==> src/rtl/con_encoder_ff_if.sv <==
// Signal bundle between the CON FF condition resolver and its controller.
// The controller side drives the strobe and select; the resolver returns the flag and statistics.
interface con_encoder_ff_if #(
  parameter int DATA_WIDTH = 32,
  parameter int CNT_WIDTH  = 16
);
  logic                  con_in;
  logic [3:0]            cond_onehot;
  logic [DATA_WIDTH-1:0] bus_data;
  logic                  err_ack;
  logic                  counter_clr;
  logic                  con_out;
  logic [1:0]            cond_code;
  logic                  code_valid;
  logic                  done;
  logic                  onehot_error;
  logic [CNT_WIDTH-1:0]  taken_count;
  logic [CNT_WIDTH-1:0]  not_taken_count;

  modport master (
    output con_in, cond_onehot, bus_data, err_ack, counter_clr,
    input  con_out, cond_code, code_valid, done, onehot_error,
           taken_count, not_taken_count
  );

  modport slave (
    input  con_in, cond_onehot, bus_data, err_ack, counter_clr,
    output con_out, cond_code, code_valid, done, onehot_error,
           taken_count, not_taken_count
  );
endinterface

==> src/rtl/con_encoder_ff.sv <==
// Two-stage CON FF resolver: captures a one-hot condition select with the bus value,
// then produces the registered branch flag, encoded condition and taken/not-taken statistics.
module con_encoder_ff #(
  parameter int DATA_WIDTH = 32,
  parameter int CNT_WIDTH  = 16
) (
  input  logic               clk,
  input  logic               clear,
  con_encoder_ff_if.slave    bus
);

  // Returns {valid, code}; anything not strictly one-hot maps to {0, 00}.
  function automatic logic [2:0] encode_sel(input logic [3:0] sel);
    case (sel)
      4'b0001: encode_sel = 3'b100;
      4'b0010: encode_sel = 3'b101;
      4'b0100: encode_sel = 3'b110;
      4'b1000: encode_sel = 3'b111;
      default: encode_sel = 3'b000;
    endcase
  endfunction

  function automatic logic cond_eval(input logic [1:0] code, input logic z, input logic n);
    case (code)
      2'b00:   cond_eval = z;
      2'b01:   cond_eval = ~z;
      2'b10:   cond_eval = ~n;
      default: cond_eval = n;
    endcase
  endfunction

  function automatic logic [CNT_WIDTH-1:0] sat_inc(input logic [CNT_WIDTH-1:0] cnt);
    sat_inc = (&cnt) ? cnt : cnt + {{(CNT_WIDTH-1){1'b0}}, 1'b1};
  endfunction

  logic [2:0] sel_enc;
  logic       vld_p0;
  logic [1:0] code_p0;
  logic       valid_p0;
  logic       z_p0;
  logic       n_p0;
  logic       take_p0;

  assign sel_enc = encode_sel(bus.cond_onehot);
  assign take_p0 = valid_p0 & cond_eval(code_p0, z_p0, n_p0);

  // Stage 1: capture select and bus flags on the CONin strobe
  always_ff @(posedge clk or posedge clear) begin
    if (clear) begin
      vld_p0   <= 1'b0;
      code_p0  <= 2'b00;
      valid_p0 <= 1'b0;
      z_p0     <= 1'b0;
      n_p0     <= 1'b0;
    end else begin
      vld_p0 <= bus.con_in;
      if (bus.con_in) begin
        valid_p0 <= sel_enc[2];
        code_p0  <= sel_enc[1:0];
        z_p0     <= (bus.bus_data == '0);
        n_p0     <= bus.bus_data[DATA_WIDTH-1];
      end
    end
  end

  // A new invalid capture outranks an acknowledge on the same edge.
  always_ff @(posedge clk or posedge clear) begin
    if (clear) begin
      bus.onehot_error <= 1'b0;
    end else if (bus.con_in && !sel_enc[2]) begin
      bus.onehot_error <= 1'b1;
    end else if (bus.err_ack) begin
      bus.onehot_error <= 1'b0;
    end
  end

  // Stage 2: resolve the condition and publish the CON flag
  always_ff @(posedge clk or posedge clear) begin
    if (clear) begin
      bus.con_out    <= 1'b0;
      bus.cond_code  <= 2'b00;
      bus.code_valid <= 1'b0;
      bus.done       <= 1'b0;
    end else begin
      bus.done <= vld_p0;
      if (vld_p0) begin
        bus.con_out    <= take_p0;
        bus.cond_code  <= code_p0;
        bus.code_valid <= valid_p0;
      end
    end
  end

  always_ff @(posedge clk or posedge clear) begin
    if (clear) begin
      bus.taken_count     <= '0;
      bus.not_taken_count <= '0;
    end else if (bus.counter_clr) begin
      bus.taken_count     <= '0;
      bus.not_taken_count <= '0;
    end else if (vld_p0) begin
      if (take_p0) begin
        bus.taken_count <= sat_inc(bus.taken_count);
      end else if (valid_p0) begin
        bus.not_taken_count <= sat_inc(bus.not_taken_count);
      end
    end
  end

endmodule

==> src/flat_wrapper.sv <==
// flat-port wrapper written by rule: the top's interface ports become plain ports
module con_encoder_ff_flat 
#(
  parameter int DATA_WIDTH = 32,
  parameter int CNT_WIDTH  = 16
)
  (clk, clear, bus_con_in, bus_cond_onehot, bus_bus_data, bus_err_ack, bus_counter_clr, bus_con_out, bus_cond_code, bus_code_valid, bus_done, bus_onehot_error, bus_taken_count, bus_not_taken_count);
  con_encoder_ff_if #(.DATA_WIDTH(DATA_WIDTH), .CNT_WIDTH(CNT_WIDTH)) bus_i ();
  input  logic clk;
  input  logic clear;
  input wire logic [$bits(bus_i.con_in)-1:0] bus_con_in;
  input wire logic [$bits(bus_i.cond_onehot)-1:0] bus_cond_onehot;
  input wire logic [$bits(bus_i.bus_data)-1:0] bus_bus_data;
  input wire logic [$bits(bus_i.err_ack)-1:0] bus_err_ack;
  input wire logic [$bits(bus_i.counter_clr)-1:0] bus_counter_clr;
  output wire logic [$bits(bus_i.con_out)-1:0] bus_con_out;
  output wire logic [$bits(bus_i.cond_code)-1:0] bus_cond_code;
  output wire logic [$bits(bus_i.code_valid)-1:0] bus_code_valid;
  output wire logic [$bits(bus_i.done)-1:0] bus_done;
  output wire logic [$bits(bus_i.onehot_error)-1:0] bus_onehot_error;
  output wire logic [$bits(bus_i.taken_count)-1:0] bus_taken_count;
  output wire logic [$bits(bus_i.not_taken_count)-1:0] bus_not_taken_count;
  assign bus_i.con_in = bus_con_in;
  assign bus_i.cond_onehot = bus_cond_onehot;
  assign bus_i.bus_data = bus_bus_data;
  assign bus_i.err_ack = bus_err_ack;
  assign bus_i.counter_clr = bus_counter_clr;
  assign bus_con_out = bus_i.con_out;
  assign bus_cond_code = bus_i.cond_code;
  assign bus_code_valid = bus_i.code_valid;
  assign bus_done = bus_i.done;
  assign bus_onehot_error = bus_i.onehot_error;
  assign bus_taken_count = bus_i.taken_count;
  assign bus_not_taken_count = bus_i.not_taken_count;
  con_encoder_ff #(.DATA_WIDTH(DATA_WIDTH), .CNT_WIDTH(CNT_WIDTH)) u_core (.clk(clk), .clear(clear), .bus(bus_i));
endmodule
==> config.mk <==
export PLATFORM = sky130hd
export DESIGN_NAME = con_encoder_ff_flat
export DESIGN_NICKNAME = d
export VERILOG_FILES = /design/src/rtl/con_encoder_ff_if.sv /design/src/rtl/con_encoder_ff.sv /design/src/flat_wrapper.sv
export SDC_FILE = /design/constraint.sdc
export NUM_CORES = 1
export LEC_CHECK = 0
export BUFFER_PORTS_ARGS = -buffer_cell sky130_fd_sc_hd__buf_2
export CAP_MARGIN = 20
export CORE_AREA = 2 2 67 75
export CTS_CLUSTER_SIZE = 14
export DETAILED_ROUTE_END_ITERATION = 7
export DIE_AREA = 0 0 69 77
export PLACE_DENSITY = 0.83
export SLEW_MARGIN = 20
export SYNTH_ARGS = -nofsm -noshare
export SYNTH_HDL_FRONTEND = slang
export SYNTH_SLANG_ARGS = --single-unit
==> constraint.sdc <==
create_clock -name clk -period 3.3 [get_ports clk]
set_clock_uncertainty 0.15 [all_clocks]
set_input_delay 0.66 -clock clk [delete_from_list [all_inputs] [get_ports clk]]
set_output_delay 0.66 -clock clk [all_outputs]
set_load 0.01 [all_outputs]
==> Yosys cells after proc, flatten, opt, wreduce, memory -nomap -nowiden <==
Cells that the tools add are included.
W data, S select, Z words.
{ "word_totals": {"ff_bits": 44, "input_bits": 41, "word_cells": 51} }
{ "op_classes": {"n_addsub": 2, "eq_ne": 9, "mux": 13, "bitwise_logic": 3, "reduce_logical": 12} }
{ "ops": {"columns": ["operator", "count"], "rows": [
  ["$mux W16", 9],
  ["$add A16 B1 Y16 const B", 2],
  ["$logic_not A32 Y1", 1],
  ["$reduce_and A16 Y1", 2],
  ["$pmux W3 S4", 1],
  ["$reduce_bool A2 Y1", 4],
  ["$ne A2 B2 Y1 const B", 3],
  ["$eq A4 B1 Y1 const B", 1],
  ["$eq A4 B2 Y1 const B", 1],
  ["$eq A4 B3 Y1 const B", 1],
  ["$eq A4 B4 Y1 const B", 1],
  ["$reduce_and A4 Y1", 1],
  ["$pmux W1 S3", 1],
  ["$reduce_and A3 Y1", 1],
  ["$eq A2 B1 Y1 const B", 1],
  ["$eq A2 B2 Y1 const B", 1],
  ["$logic_not A2 Y1", 1],
  ["$mux W1", 2],
  ["$not A1 Y1", 2],
  ["$and A1 B1 Y1", 1],
  ["$logic_and A1 B1 Y1", 1],
  ["$logic_not A1 Y1", 1]
]} }

==> Longest topological paths before layout <==
Gate-level depths: netlist of the first run.
{ "depth": {"depth_word": 6, "ltp_mapped": 7, "ltp_nobuf": 6} }

==> Worst setup path before layout of the first run <==
Ideal clock, no wire load.
{ "synth_timing": {"kind": "register to register", "from": "reg u_core.bus.taken_count[0] (netlist bit)", "to": "reg u_core.bus.taken_count[7] (netlist bit)", "setup_time_ns": 0.125, "arrival_time_ns": 1.927, "required_ns": 3.025, "path_slack_ns": 1.098, "stages_incl_launch_ff": 8, "cell_sequence": "dfrtp_1 > ha_1 > and3_1 > nand2_1 > nor4_1 > buf_2 > nor4_1 > mux2_2"} }
{ "synth_between": {"elab_chain_len": 5} }
{ "synth_lines": {"columns": ["item", "line_no", "text"], "rows": [
  ["start: declaration", "con_encoder_ff_if.sv:29", "taken_count, not_taken_count"],
  ["start signal: assignment", "con_encoder_ff.sv:103", "bus.taken_count <= sat_inc(bus.taken_count);"],
  ["$add A16 B1 Y16", "con_encoder_ff.sv:33", "sat_inc = (&cnt) ? cnt : cnt + {{(CNT_WIDTH-1){1'b0}}, 1'b1};"],
  ["$mux W16", "con_encoder_ff.sv:33", null],
  ["$mux W16", "con_encoder_ff.sv:102", "if (take_p0) begin"],
  ["$mux W16", "con_encoder_ff.sv:101", "end else if (vld_p0) begin"],
  ["$mux W16", "con_encoder_ff.sv:98", "end else if (bus.counter_clr) begin"]
]} }
Several ways; a longest one is shown, not always the timed one. The select of a mux whose other input is x is not followed.
A chain may end at the register's enable or synchronous reset.

==> Worst setup path after layout of the first run <==
{ "layout_timing": {"from": "reg u_core.bus.not_taken_count[0] (netlist bit)", "to": "reg u_core.bus.not_taken_count[6] (netlist bit)"} }
{ "layout_between": {"elab_chain_len": 6} }
{ "layout_lines": {"columns": ["item", "line_no", "text"], "rows": [
  ["start: declaration", "con_encoder_ff_if.sv:29", null],
  ["start signal: assignment", "con_encoder_ff.sv:105", "bus.not_taken_count <= sat_inc(bus.not_taken_count);"],
  ["$add A16 B1 Y16", "con_encoder_ff.sv:33", null],
  ["$mux W16", "con_encoder_ff.sv:33", null],
  ["$mux W16", "con_encoder_ff.sv:104", "end else if (valid_p0) begin"],
  ["$mux W16", "con_encoder_ff.sv:102", null],
  ["$mux W16", "con_encoder_ff.sv:101", null],
  ["$mux W16", "con_encoder_ff.sv:98", null]
]} }
Several ways; a longest one is shown, not always the timed one. The select of a mux whose other input is x is not followed.

==> results of run 1 <==
through the flow:
step	cell area, um2	util [%]	worst slack, ns	cells	hold WS (ns)
after detailed placement	2870	63.0	0.859	385	0.344
after global routing	2960	65.0	0.699	393	0.314
after global placement	2870	63.0	0.952	385	0.354
after floorplan	2430	-	1.10	258	0.318
final	2960	65.0	0.835	393	0.264
after CTS	2960	65.0	0.844	393	0.373
synthesized netlist by cell type, drive strengths merged (3+ instances only):
library cell	n
nand4	6
or3	6
clkbuf	7
a21oi	26
nor4	10
nand3	18
mux2	12
nor2b	10
buf	3
or4	18
nand2	12
o31ai	16
and3	5
dfrtp	44
inv	6
o21ai	15
nor3	3
nor2	15
cell type report:
class                           count  area (um2)  area share (%)
Sequential cell                    44        1100            37.2
Multi-Input combinational cell    198        1260            42.6
Tap cell                           56        70.1            2.37
Timing Repair Buffer               81         413            13.9
Inverter                            6        22.5           0.760
Clock inverter                      1        7.51           0.253
Clock buffer                        7        86.3            2.92
placed cells by master (no fill, tap or decap), drive strengths merged, types with 2 or more instances in the layout:
cell and instances:
a21oi 26, and3 5, and4 2, buf 81, clkbuf 7, dfrtp 44
ha 2, inv 6, mux2 12, nand2 12, nand2b 2, nand3 18
nand4 6, nor2 15, nor2b 10, nor3 3, nor4 10, nor4b 2
o211ai 2, o21ai 15, o31ai 16, o41ai 2, or2 2, or3 6
or4 18
registers in the layout, indices dropped and copies added, names as in the netlist:
register / count
u_core.bus.not_taken_count: 16
u_core.bus.taken_count: 16
u_core.bus.cond_code: 2
u_core.code_p0: 2
u_core.bus.code_valid: 1
u_core.bus.con_out: 1
u_core.bus.done: 1
u_core.bus.onehot_error: 1
u_core.n_p0: 1
u_core.valid_p0: 1
u_core.vld_p0: 1
u_core.z_p0: 1
worst register-to-register path, delay by kind of cell (launching register included):
family / cells / cell delay, ns
fa+ha+maj: 1 / 0.23
flops: 1 / 0.43
mux: 1 / 0.30
simple gates: 4 / 1.25
cell families (layout without fill, tap and decap cells):
family | after synthesis | count (layout) | share of synthesized area [%]
AOI/OAI and AO/OA | 66 | 66 | 16.5
xor gates and xnor gates | 2 | 2 | 0.722
adders and majority gates | 2 | 2 | 1.03
buffers and inverters | 16 | 95 | 2.63
DFF | 44 | 44 | 45.4
muxes | 12 | 12 | 5.57
and+or+nand+nor | 116 | 116 | 28.2
power groups by stage:
stage | Combinational [uW] | Sequential [uW] | Clock (uW)
global route | 115 | 568 | 389
CTS | 103 | 566 | 364
finish | 101 | 566 | 357
detailed placement | 103 | 576 | 0
floorplan | 52.1 | 578 | 0
global placement | 99.5 | 575 | 0
worst max-delay path by stage:
| stage | endpoint | slack [ns] | cells after the start |
|---|---|---|---|
| after floorplan | u_core.bus.taken_count[7] | 1.10 | 7 |
| after global placement | u_core.bus.taken_count[6] | 0.95 | 5 |
| after detailed placement | u_core.bus.not_taken_count[6] | 0.86 | 6 |
| after CTS | u_core.bus.not_taken_count[6] | 0.84 | 6 |
| after global routing | u_core.bus.not_taken_count[6] | 0.70 | 6 |
| final | u_core.bus.not_taken_count[6] | 0.84 | 6 |
routing by layer:
layer  up-vias  part of all wire, %  global-route usage [%]
met5         -                    0                       0
met4         0                  2.6                    9.22
met3        13                  5.4                    4.34
met2        80                   50                    37.5
met1      1104                   42                    26.6
li1       1153                    -                       -
==> impl_metrics.toml, run 1 <==
[run_status]
status = "completed"

[global_routing]
grtUsageTotal_pct = 21.8
first_global_vias = 2174
grt_max_degree = 40
antenna_found_initial = 0
grt_overflow_total = 0
grt_pass1_wl_um = 9560

[yosys]
synth_edf_count = 0
netlist_top_cells_area = "dfrtp_1 (45%), or4_1 (5.6%), mux2_2 (5.6%)"
syn_nets = 301
yosysWarningCount = 0
synth_ff_type = "dfrtp_1"
async_flop_share_pct = 100
synth_seq_cells = 44
synth_area_per_cell_um2 = 9.40
netlist_area_um2 = 2430
yosysTopAreaCell = "dfrtp_1"
postSynthCellCount = 258
synth_cell_types = 40
yosysTopAreaCellShare_pct = 45.4
seq_area_frac_synth_pct = 45.4

[cts]
h-tree-depth = 2
post-cts-setup-buffers = 0
cts_resized = 0
clk_path_buf_depth = 2
cts_tree = "built"
cts.sinks = 44
cts_hold_buf = 0
clock_latency_ns = 0.30
ctsRootBufferMaster = "clkbuf_8"
clkTransAtPathRegs_ns = 0.09
cts_made_buffers = 5

[critical_path]
start_kind = "flop"
setup.worst_path.start = "u_core.bus.not_taken_count[0]"
reg2regPathDepth = 6
required_ns = 3.33
crit_family = "simple AND/OR/NAND/NOR gates"
crit_type = "reg2reg"
r2r-start = "u_core.bus.not_taken_count[0]"
slowest_stage = "nor2_1"
crit_buf_inv = 0
cp_max_fo = 12
r2r_end = "u_core.bus.not_taken_count[6]"
slowest_delay_ns = 0.49
reg2reg_slack_ns = 0.84
worst_ep_arrival_time_ns = 2.49
critPathCaptureType = "flop"
crit_chain = "ha_1, nand4_1, or2_2, nor2_1, nor4b_1, mux2_2"

[min_path]
holdCritPathClass = "in2async"

[die]
die_y_um = 77
fp-row-count = 26
core_um2 = 4550
die_w_um = 69
die_area_um2 = 5310
io_pins = 79
initial_utilization_pct = 53.3

[detailed_routing]
routed_wl_um = 5600
viasPerCell = 5.98
ant_nets = 0
drt_iter0_markers = 182
wl_per_cell_um = 14.2
via_count = 2350
drt_first_pass_iters = 4
drc = 0

[job]
cap_violations = 0

[pwr]
seqPwrFrac_pct = 55.2
power_density_nw_per_um2 = 346
leakage_uw = 0.00132
p_clk_share_pct = 34.9
p_sw_share_pct = 25.0
p_int_uw = 768
combPwrFrac_pct = 9.9
total_power_uw = 1020
p_sw_uw = 256
ir_drop_uv = 229

[timing]
worst_slew_pin_slew_ns = 1.00
fmax_mhz = 406
rsz0062_at_grt = "no"
slew_headroom_pct = 32.8
hold_viol = 0
fin_crit_sh_pct = 74.7
finalSetupViolations = 0
slew_violations = 0
finalSetupTns_ns = 0
fin_crit_ns = 2.46

[layout]
fill_cells = 404
final_nets = 379
antennaDiodeCount = 0
drive_gt1_share_pct = 32.6
syn_to_final_growth_pct = 22.1

[place]
gp_congestion = 0.844
portBuffers = 78
dp_hpwl_um = 4050
Note: power is estimated with default switching activity, not from simulation.
==> inputs of run 2 (changes only) <==
Settings changed: ABC_AREA set to 1, CORE_AREA 2 2 67 75 to 2 2 77 86, DIE_AREA 0 0 69 77 to 0 0 79 88, PLACE_DENSITY 0.83 to 0.74.
Clock period 3.3 ns to 2.2 ns, I/O delays scaled along.
==> run 2 against run 1 <==
Against the previous run:
- first-iteration DRC count fell by 49%
- core utilization fell by 9.9 points
- register-to-register slack got worse by 0.52 ns
- cell count rose by 41%
- largest cell class unchanged
- clock-buffer cell count did not move
- critical path depth rose by 1
- non-clock buffer count rose by 1
==> impl_metrics.toml, run 2 <==
[yosys]
yosysTopAreaCellShare_pct = 39.7
synthXorXnorAreaFrac_pct = 2.53
netlist_top_cells_area = "dfrtp_1 (40%), nand2_1 (19%), nor2_1 (7.3%)"
yosysWarningCount = 0
yosysMostFrequentCell = "nand2_1"
synth_area_per_cell_um2 = 7.08
seq_area_frac_synth_pct = 39.7
synth_edf_count = 0
async_flop_share_pct = 100
yosysTopAreaCell = "dfrtp_1"
syn_nets = 435
yosys.area_share.adder_pct = 0.902
postSynthCellCount = 392
ys_top_cells_by_count = "nand2_1 (139), nor2_1 (54), dfrtp_1 (44), nand3_1 (29), inv_1 (27)"
synth_seq_cells = 44
synth_top_family_by_area = "simple AND/OR/NAND/NOR gates"
synth_cell_types = 33
netlist_area_um2 = 2770
synthMuxAreaShare_pct = 0.767
synth_ff_type = "dfrtp_1"
synth_compound_area_share_pct = 8.39
synth-simple-area-share_pct = 41.0

[place]
portBuffers = 78
dp_hpwl_um = 5100
gp_congestion = 0.896

[timing]
rsz0062_at_grt = "no"
worst_slew_pin_slew_ns = 0.390
finalSetupTns_ns = 0
slew_headroom_pct = 74.0
hold_viol = 0
fin_crit_ns = 1.88
fin_crit_sh_pct = 85.7
fmax_mhz = 531
slew_violations = 0
whs_ns = 0.0169
finalSetupViolations = 0

[die]
die_area_um2 = 6950
die_w_um = 79
die_y_um = 88
core_um2 = 6080
initial_utilization_pct = 45.6
fp-row-count = 30
io_pins = 79

[layout]
fin_util_pct = 55.2
final_common_cell = "nand2_1"
syn_to_final_growth_pct = 20.9
layout_common_cells = "nand2_1 (139), buf_2 (78), nor2_1 (54), dfrtp_1 (44), nand3_1 (29)"
seqCellArea_um2 = 1100
multi_input_area_um2 = 1490
reg_top3 = "u_core.bus.not_taken_count: 16 flops, u_core.bus.taken_count: 16 flops"
drive_gt1_share_pct = 25.1
final_nets = 516
antennaDiodeCount = 0
fill_cells = 640

[detailed_routing]
viasPerCell = 5.05
ant_nets = 0
drt_iter0_markers = 93
wl_per_cell_um = 12.1
routed_wl_um = 6690
via_count = 2797
drt_first_pass_iters = 4
drc = 0

[min_path]
holdCritPathClass = "in2async"

[critical_path]
crit_family = "simple AND/OR/NAND/NOR gates"
slowest_stage = "dfrtp_1"
worst_ep_arrival_time_ns = 1.96
slowest_delay_ns = 0.45
crit_chain = "ha_1, nand3_2, nor2_4, nand3_2, nand3_4, nand2_1, o21ai_2"
start_kind = "flop"
crit_buf_inv = 0
cp_common_cell = "nand3_2"
cp_max_fo = 27
crit_type = "reg2reg"
required_ns = 2.28
critPathCaptureType = "flop"

[run_status]
status = "completed"

[cts]
clock_latency_ns = 0.30
cts.sinks = 44
cts_made_buffers = 5
cts_tree = "built"
clk_path_buf_depth = 2
ctsRootBufferMaster = "clkbuf_8"
cts_hold_buf = 0
h-tree-depth = 2
clkTransAtPathRegs_ns = 0.08
post-cts-setup-buffers = 0
cts_resized = 0

[pwr]
ir_drop_uv = 315
power_density_nw_per_um2 = 555
total_power_uw = 1860
leakage_uw = 0.00163

[global_routing]
antenna_found_initial = 0
grtUsageTotal_pct = 21.1
grt_max_degree = 29
first_global_vias = 2674
grt_pass1_wl_um = 11900
grt_overflow_total = 0

[job]
cap_violations = 0
[run 2: cell types whose count changed after synthesis, moves of 7 or more]
| cell | before | now |
|---|---|---|
| or4_1 | 18 | 0 |
| inv_1 | 6 | 27 |
| a21oi_1 | 26 | 3 |
| nor2b_1 | 9 | 0 |
| mux2_2 | 12 | 1 |
| nor2_1 | 15 | 54 |
| o21bai_1 | 0 | 7 |
| o31ai_1 | 16 | 0 |
| nand3_1 | 18 | 29 |
| o21ai_1 | 0 | 20 |
| o21ai_0 | 15 | 1 |
| nand2_1 | 12 | 139 |
[run 2: cells by family (layout without fill, tap and decap cells)]
family	after synthesis	count (layout)
fa+ha+maj	2	2
mux	2	2
buf+inv	40	122
flops	44	44
compound gates	38	38
simple gates	258	258
xor+xnor	8	8
[run 2: metal layers]
| metal | wire (um) | part of all wire (%) | track usage, % |
|---|---|---|---|
| met1 | 2940 | 44 | 24.9 |
| met2 | 3390 | 51 | 39.4 |
| met3 | 277 | 4.1 | 4.02 |
| met4 | 75 | 1.1 | 5.17 |
| met5 | 0 | 0 | 0 |
[run 2: power by group]
group	total, uW	internal, uW	leakage (uW)	switching, uW
Sequential	901	851	0.000590	50.0
Clock	677	401	0.0000645	277
Combinational	285	110	0.000980	175
Total	1860	1360	0.00163	501
[run 2: worst min-delay path, cell delays in order]
cell and delay [ns]:
buf_2 0.10, clkinv_1 0.05, buf_4 0.26
[run 2: metrics by stage]
stage / cell area [um2] / setup slack (ns) / cells
2_1_floorplan: 2770 / 0.500 / 392
3_3_place_gp: 3230 / 0.403 / 546
3_5_place_dp: 3230 / 0.325 / 546
4_1_cts: 3350 / 0.297 / 554
5_1_grt: 3350 / 0.111 / 554
6_report: 3350 / 0.316 / 554
[run 2: final cells by class]
| class | count | area share [%] |
|---|---|---|
| inverters | 32 | 3.58 |
| multi-input cells | 308 | 44.3 |
| repair buffers | 82 | 12.5 |
| clock inverters | 1 | 0.895 |
| well taps | 80 | 2.98 |
| flip-flops and latches | 44 | 32.8 |
| clock buffers | 7 | 2.87 |
[run 2: worst paths after layout]
path | startpoint | endpoint | slack (ns) | depth (start not counted)
max in group asynchronous | clear | u_core.bus.taken_count[12] | 1.60 | 3
max | u_core.bus.not_taken_count[0] | u_core.bus.not_taken_count[10] | 0.32 | 7
min reg2reg | u_core.n_p0 | u_core.n_p0 | 0.34 | 2
min in group clk | bus_con_in | u_core.vld_p0 | 0.13 | 1
max reg2reg | u_core.bus.not_taken_count[0] | u_core.bus.not_taken_count[10] | 0.32 | 7
min | clear | u_core.vld_p0 | 0.02 | 3
==> inputs of run 3 (changes only) <==
Settings changed: PLACE_DENSITY 0.74 to 0.78.
==> run 3 against run 2 <==
Against the previous run:
- via count is 1.0% lower
- non-clock buffer count is 1 lower
- final area is 1.2% lower
- critical path type unchanged
- highest routed layer unchanged
==> impl_metrics.toml, run 3 (same netlist as run 2, synthesis figures left out) <==
[die]
die_area_um2 = 6950
initial_utilization_pct = 45.6
die_y_um = 88
io_pins = 79
die_w_um = 79
fp-row-count = 30
core_um2 = 6080

[cts]
clk_path_buf_depth = 2
clkTransAtPathRegs_ns = 0.08
h-tree-depth = 2
post-cts-setup-buffers = 0
ctsRootBufferMaster = "clkbuf_8"
clock_latency_ns = 0.30
cts_made_buffers = 5
cts_hold_buf = 0
cts_tree = "built"
cts.sinks = 44
cts_resized = 0

[global_routing]
grt_pass1_wl_um = 11900
grt_overflow_total = 0
first_global_vias = 2737
grtUsageTotal_pct = 21.1
antenna_found_initial = 0
grt_max_degree = 45

[detailed_routing]
via_count = 2768
drc = 0
drt_iter0_markers = 147
viasPerCell = 5.01
routed_wl_um = 6400
ant_nets = 0
drt_first_pass_iters = 4
wl_per_cell_um = 11.6

[timing]
rsz0062_at_grt = "no"
finalSetupViolations = 0
fmax_mhz = 540
slew_violations = 0
worst_slew_pin_slew_ns = 0.584
fin_crit_ns = 1.85
hold_viol = 0
slew_headroom_pct = 61.1
setup_ws_ns = 0.348
finalSetupTns_ns = 0
fin_crit_sh_pct = 84.2

[pwr]
total_power_uw = 1710
ir_drop_uv = 343
power_density_nw_per_um2 = 517
leakage_uw = 0.00162

[place]
dp_cells = 545
gp_congestion = 0.906
dpl_cell_area_um2 = 3220
place_ws_ns = 0.358
dp_hpwl_um = 4780
portBuffers = 78

[layout]
drive_gt1_share_pct = 24.9
layout_common_cells = "nand2_1 (139), buf_2 (78), nor2_1 (54), dfrtp_1 (44), nand3_1 (29)"
syn_to_final_growth_pct = 19.4
antennaDiodeCount = 0
finalNonFillerCells = 553
final_cell_area_um2 = 3310
final_common_cell = "nand2_1"
final_nets = 515
reg_top3 = "u_core.bus.not_taken_count: 16 flops, u_core.bus.taken_count: 16 flops"

[critical_path]
r2r_end = "u_core.bus.not_taken_count[2]"
cp_max_fo = 27
reg2reg_slack_ns = 0.35
worst_ep_arrival_time_ns = 1.91
start_kind = "flop"
r2r-start = "u_core.bus.not_taken_count[0]"
crit_type = "reg2reg"
reg2regPathDepth = 7
critPathCaptureType = "flop"
required_ns = 2.26

[job]
cap_violations = 0

[run_status]
status = "completed"

[min_path]
holdCritPathClass = "in2async"
-- run 3: cell count changes in the layout (fill, tap and decap cells not counted), sizes merged --
cell,change
clkinv,+2
buf,-1
bufinv,-1
clkbuf,-1
-- run 3: layer usage --
metal / vias to the layer above / GRT usage, % / share of wire [%]
met5: - / 0 / 0
met4: 0 / 7.05 / 1.6
met3: 11 / 4.02 / 4.2
met2: 60 / 37.6 / 51
met1: 1274 / 25.8 / 43
li1: 1423 / - / -
-- run 3: power by group --
group | internal, uW | switching (uW)
clock | 251 | 282
combinational | 108 | 172
sequential | 851 | 49.1
-- run 3: cell type report --
cell class,instances,area [um2]
Clock buffer,6,82.6
Clock inverter,2,10.0
Fill cell,623,2770
Inverter,32,120
Multi-Input combinational cell,308,1490
Sequential cell,44,1100
Tap cell,80,100
Timing Repair Buffer,81,413
-- run 3: through the flow --
| step | util (%) | hold WS, ns |
|---|---|---|
| detailed placement | 53.0 | 0.323 |
| global route | 54.5 | 0.132 |
| global placement | 53.0 | 0.315 |
| CTS | 54.5 | 0.127 |
| floorplan | - | 0.199 |
| finish | 54.5 | 0.117 |
-- run 3: worst max-delay path by stage --
stage / startpoint / to / slack [ns] / cells past startpoint
after floorplan: u_core.bus.not_taken_count[0] / u_core.bus.not_taken_count[12] / 0.50 / 8
after global routing: u_core.bus.not_taken_count[0] / u_core.bus.not_taken_count[0] / 0.15 / 7
final: u_core.bus.not_taken_count[0] / u_core.bus.not_taken_count[2] / 0.35 / 7
after global placement: bus_counter_clr / u_core.bus.not_taken_count[13] / 0.42 / 6
after detailed placement: u_core.bus.not_taken_count[0] / u_core.bus.not_taken_count[6] / 0.36 / 7
after CTS: u_core.bus.not_taken_count[0] / u_core.bus.not_taken_count[2] / 0.35 / 7
-- run 3: critical path, cell delays in order, from the launching register on --
cell and delay [ns]:
dfrtp_1 0.43, ha_1 0.27, nand3_2 0.17, nor2_4 0.17
nand3_2 0.11, nand3_4 0.28, nand2_1 0.08, o21ai_1 0.10
